`config.mk`:
```
export PLATFORM = sky130hd
export DESIGN_NAME = pll_reset_seq
export DESIGN_NICKNAME = d
export VERILOG_FILES = /design/src/rtl/pll_reset_seq.sv
export SDC_FILE = /design/constraint.sdc
export NUM_CORES = 1
export LEC_CHECK = 0
export BUFFER_PORTS_ARGS = -buffer_cell sky130_fd_sc_hd__buf_2
export CAP_MARGIN = 20
export CORE_AREA = 2 2 60 62
export DETAILED_ROUTE_END_ITERATION = 7
export DIE_AREA = 0 0 62 64
export HOLD_SLACK_MARGIN = 0.1
export PLACE_DENSITY_LB_ADDON = 0.12
export SETUP_SLACK_MARGIN = 0.4
export SKIP_CTS_REPAIR_TIMING = 1
export SLEW_MARGIN = 10
export SYNTH_ARGS = -nofsm -noshare
export SYNTH_HDL_FRONTEND = slang
export SYNTH_SLANG_ARGS = --single-unit
```
`constraint.sdc`:
```
create_clock -name in_clk25 -period 2.6 [get_ports in_clk25]
set_clock_uncertainty 0.1 [all_clocks]
set_input_delay 0.13 -clock in_clk25 [delete_from_list [all_inputs] [get_ports in_clk25]]
set_output_delay 0.13 -clock in_clk25 [all_outputs]
set_load 0.1 [all_outputs]
```
`src/rtl/pll_reset_seq.sv`:
```
// pll_reset_seq: PLL reset pulse, lock qualification and video reset release.
// Optional macro PLL_RESET_SEQ_LOSS_COUNT_EN enables the lock-loss event counter.
module pll_reset_seq #(
    parameter int PLL_RST_CYCLES     = 16,
    parameter int LOCK_STABLE_CYCLES = 1024,
    parameter int RELOCK_TIMEOUT     = 65536,
    parameter int UNLOCK_FILTER      = 4
) (
    input  logic       in_clk25,
    input  logic       in_reset,
    input  logic       in_locked,
    input  logic       in_force_relock,
    output logic       out_pll_rst,
    output logic       out_video_rst,
    output logic       out_ready,
    output logic [1:0] out_state,
    output logic [7:0] out_loss_count
);

    typedef enum logic [1:0] {
        S_PLLRST = 2'd0,
        S_WAIT   = 2'd1,
        S_STABLE = 2'd2,
        S_RUN    = 2'd3
    } state_t;

    // Terminal counts; every parameter is at most 2^24 so N-1 fits in 24 bits.
    localparam logic [23:0] L_RST_LAST = 24'(PLL_RST_CYCLES - 1);
    localparam logic [23:0] L_STB_LAST = 24'(LOCK_STABLE_CYCLES - 1);
    localparam logic [23:0] L_TMO_LAST = 24'(RELOCK_TIMEOUT - 1);
    localparam logic [23:0] L_FLT_LAST = 24'(UNLOCK_FILTER - 1);

    logic        r_sync_meta;
    logic        r_lk;
    state_t      r_state;
    logic [23:0] r_cnt;
    state_t      w_state_nxt;
    logic [23:0] w_cnt_nxt;

    // Two-flop synchronizer for the asynchronous PLL lock indication.
    always_ff @(posedge in_clk25) begin
        if (in_reset) begin
            r_sync_meta <= 1'b0;
            r_lk        <= 1'b0;
        end else begin
            r_sync_meta <= in_locked;
            r_lk        <= r_sync_meta;
        end
    end

    // State register and the single shared cycle counter.
    always_ff @(posedge in_clk25) begin
        if (in_reset) begin
            r_state <= S_PLLRST;
            r_cnt   <= '0;
        end else begin
            r_state <= w_state_nxt;
            r_cnt   <= w_cnt_nxt;
        end
    end

    // Next-state and counter logic; a forced relock overrides every state but PLLRST.
    always_comb begin
        w_state_nxt = r_state;
        w_cnt_nxt   = r_cnt + 24'd1;
        unique case (r_state)
            S_PLLRST: begin
                if (r_cnt == L_RST_LAST) begin
                    w_state_nxt = S_WAIT;
                    w_cnt_nxt   = '0;
                end
            end
            S_WAIT: begin
                if (r_lk) begin
                    w_state_nxt = S_STABLE;
                    w_cnt_nxt   = '0;
                end else if (r_cnt == L_TMO_LAST) begin
                    w_state_nxt = S_PLLRST;
                    w_cnt_nxt   = '0;
                end
            end
            S_STABLE: begin
                if (!r_lk) begin
                    w_state_nxt = S_WAIT;
                    w_cnt_nxt   = '0;
                end else if (r_cnt == L_STB_LAST) begin
                    w_state_nxt = S_RUN;
                    w_cnt_nxt   = '0;
                end
            end
            S_RUN: begin
                if (r_lk) begin
                    w_cnt_nxt = '0;
                end else if (r_cnt == L_FLT_LAST) begin
                    w_state_nxt = S_PLLRST;
                    w_cnt_nxt   = '0;
                end
            end
            default: begin
                w_state_nxt = S_PLLRST;
                w_cnt_nxt   = '0;
            end
        endcase
        if (in_force_relock && (r_state != S_PLLRST)) begin
            w_state_nxt = S_PLLRST;
            w_cnt_nxt   = '0;
        end
    end

    // Outputs are pure decodes of the state register.
    assign out_pll_rst   = (r_state == S_PLLRST);
    assign out_video_rst = (r_state != S_RUN);
    assign out_ready     = (r_state == S_RUN);
    assign out_state     = r_state;

`ifdef PLL_RESET_SEQ_LOSS_COUNT_EN
    logic       w_loss_evt;
    logic [7:0] r_loss_count;

    // A loss is the filtered low-lock exit from RUN, independent of a coincident force.
    assign w_loss_evt = (r_state == S_RUN) && !r_lk && (r_cnt == L_FLT_LAST);

    // Saturating lock-loss event counter.
    always_ff @(posedge in_clk25) begin
        if (in_reset) begin
            r_loss_count <= 8'd0;
        end else if (w_loss_evt && (r_loss_count != 8'hFF)) begin
            r_loss_count <= r_loss_count + 8'd1;
        end
    end

    assign out_loss_count = r_loss_count;
`else
    assign out_loss_count = 8'd0;
`endif

endmodule

```
==> results.ini <==
[run_status]
status=finished, final reports clean

[place]
dp_hpwl_um=2160
gp_congestion=0.757
place_ws_ns=0.440
dp_cells=217
port_buffers=8

[route]
drc=0
totalWireLength_um=3030
firstDrtPassIters=4
vias=1210
first_iter_violations=46
wl_per_cell_um=13.6
viasPerCell=5.43
ant_nets=0

[timing]
fmax_ghz=0.477
setup_viol=0
worst_slack_ns=0.502
max_slew_margin=0.567
slew_viol_final=0
tightest_slew_ns=0.649
rsz0062_at_grt=false
period_needed_ns=2.10
whs_ns=0.344
finalHoldViolCount=0
layout_worst_path_cycle_share=0.807
fin_setup_tns_ns=0

[hold_path]
holdPathEnd=r_cnt[0]
hold_depth=1
hold_path_class=reg -> reg
worstHoldStart=r_cnt[0]

[synthesis]
yosysWarnings=0
synth-edff-count=0
synthCells=165
ys_ff_latch=28
ys_async_sr_fraction=0
ys.flop_type=dfxtp_1
ys_seq_area_frac=0.349
syn_area_per_cell_um2=9.74
synthesis.area_mm2=0.00161
ys_types=38

[pwr]
total_power_uw=728
power_density_mw_per_mm2=411
share_seq_of_total_power=0.603
internal_power_uw=532
power_frac_comb=0.110
p_sw_uw=196
p_leak_nw=0.560
p_sw_frac=0.270
ir_drop_mv=0.308
p_clk_frac=0.287

[setup_path]
critical-path-top-delay-family=simple AND/OR/NAND/NOR gates
cp.arrival_ns=2.20
r2r_slack_ns=0.50
worst_path_most_repeated_cell=nor3_4
worst_r2r_startpoint=r_cnt[20]
critPathBufInv=1
start_kind=register
cp_slowest_stage_delay_ns=0.58
r2r_end=r_cnt[14]
crit_slowest_cell=or4_4
end_kind=register
r2r_cells=6
critical_path_required_ns=2.70
crit_chain=or4_4 -> nor3_4 -> a31oi_1 -> nor3_4 -> buf_8 -> a211oi_2
critPathKind=reg -> reg
worstPathMaxFanout=16

[global_route]
grt_pass1_wl_um=5280
grt_pass1_vias=1213
use_met3=0.0486
busiest_layer=met2
grt_use_met1=0.219
overflow=0
gr-usage-met2=0.290
antenna_found_initial=0
grt_usage=0.172
grt_max_degree=25

[floorplanning]
dieArea_mm2=0.00397
start_util=0.489
die_h_um=64
coreArea_mm2=0.00328
die_w_um=62
num_rows=21
io_pins=17

[run]
max-cap-violations=0

[layout]
diodes=0
final_cells=223
fin_nets=183
area_delta_synth_final_pct=10.2
final_layout_size_suffix_gt1_frac=0.299

[clock_tree]
clk_latency_ns=0.33
cts_root_buf=clkbuf_4
clk_pin_slew_ns=0.15
cts_max_path_buffers=2
cts_tree=done
clock_sinks=28
cts_buffers=3
ctsHtreeMaxLevel=1

[cells in the final DEF (no fill, tap or decap), drive strengths merged, types with 2 or more instances in the layout]
cell type / instances
nand3b: 2
xnor2: 10
clkbuf: 4
a21oi: 2
buf: 14
xor2: 12
nor2: 7
dlygate4sd3: 2
a211oi: 24
and4: 2
nor2b: 3
nand3: 12
a31oi: 2
nand2: 10
dfxtp: 28
conb: 8
nor4: 4
and3: 3
nand4: 4
inv: 5
nor3: 7
or4: 2
[power groups by stage]
stage	clock, mW	combinational, mW	sequential (mW)
after detailed placement	0	0.0773	0.448
final	0.209	0.0803	0.439
after floorplan	0	0.0803	0.447
after CTS	0.220	0.0774	0.439
after global placement	0	0.0769	0.448
after global routing	0.243	0.0862	0.440
[layout make-up]
cell class,count,area [µm²]
tap,46,57.6
sequential,28,569
inverter,6,26.3
fill,308,1510
timing repair buffer,16,116
multi-input combinational,123,965
clock buffer,4,36.3
[registers in the layout, summed over array words and instances (netlist names)]
signal	cells
out_state	2
r_cnt	24
r_lk	1
r_sync_meta	1
[cells in the mapped netlist (3+ instances only)]
library cell	number	area [µm²]
dfxtp_1	28	561
nor3_1	5	25.0
inv_1	6	22.5
and3_1	3	18.8
xor2_1	12	105
a211oi_2	20	250
xnor2_1	10	87.6
a211oi_1	4	30.0
nand2_1	10	37.5
nand4_1	4	25.0
nand3_1	11	55.1
buf_4	8	60.1
nor2b_1	3	18.8
nor2_1	7	26.3
[kinds of logic (layout without fill, tap and decap cells)]
logic type,after synthesis,after routing,synth area share
compound gates,32,32,0.206
xor+xnor,22,22,0.120
fa+ha+maj,1,1,0.00779
buf+inv,21,26,0.0787
flops,28,28,0.349
other cells,1,8,0.00233
simple gates,60,60,0.236
[metal layers]
layer  up-vias  part of all wire
met5         -                 0
met4         0            0.0033
met3         2             0.040
met2        31              0.46
met1       568              0.49
li1        609                 -
[worst max-delay path by stage]
stage | startpoint | to | slack [ns] | depth (start not counted)
3_5_place_dp | r_cnt[20] | r_cnt[14] | 0.44 | 6
3_3_place_gp | r_cnt[20] | r_cnt[15] | 0.48 | 6
2_1_floorplan | out_state[1] | r_cnt[0] | 0.48 | 5
4_1_cts | r_cnt[20] | r_cnt[8] | 0.41 | 6
5_1_grt | r_cnt[20] | r_cnt[18] | 0.42 | 6
6_report | r_cnt[20] | r_cnt[14] | 0.50 | 6
[stage by stage]
stage | util | area (µm²)
finish | 0.539 | 1770
global route | 0.539 | 1770
CTS | 0.528 | 1740
detailed placement | 0.517 | 1700
global placement | 0.517 | 1700
floorplan | - | 1660
(Power assumes the default switching activity.)
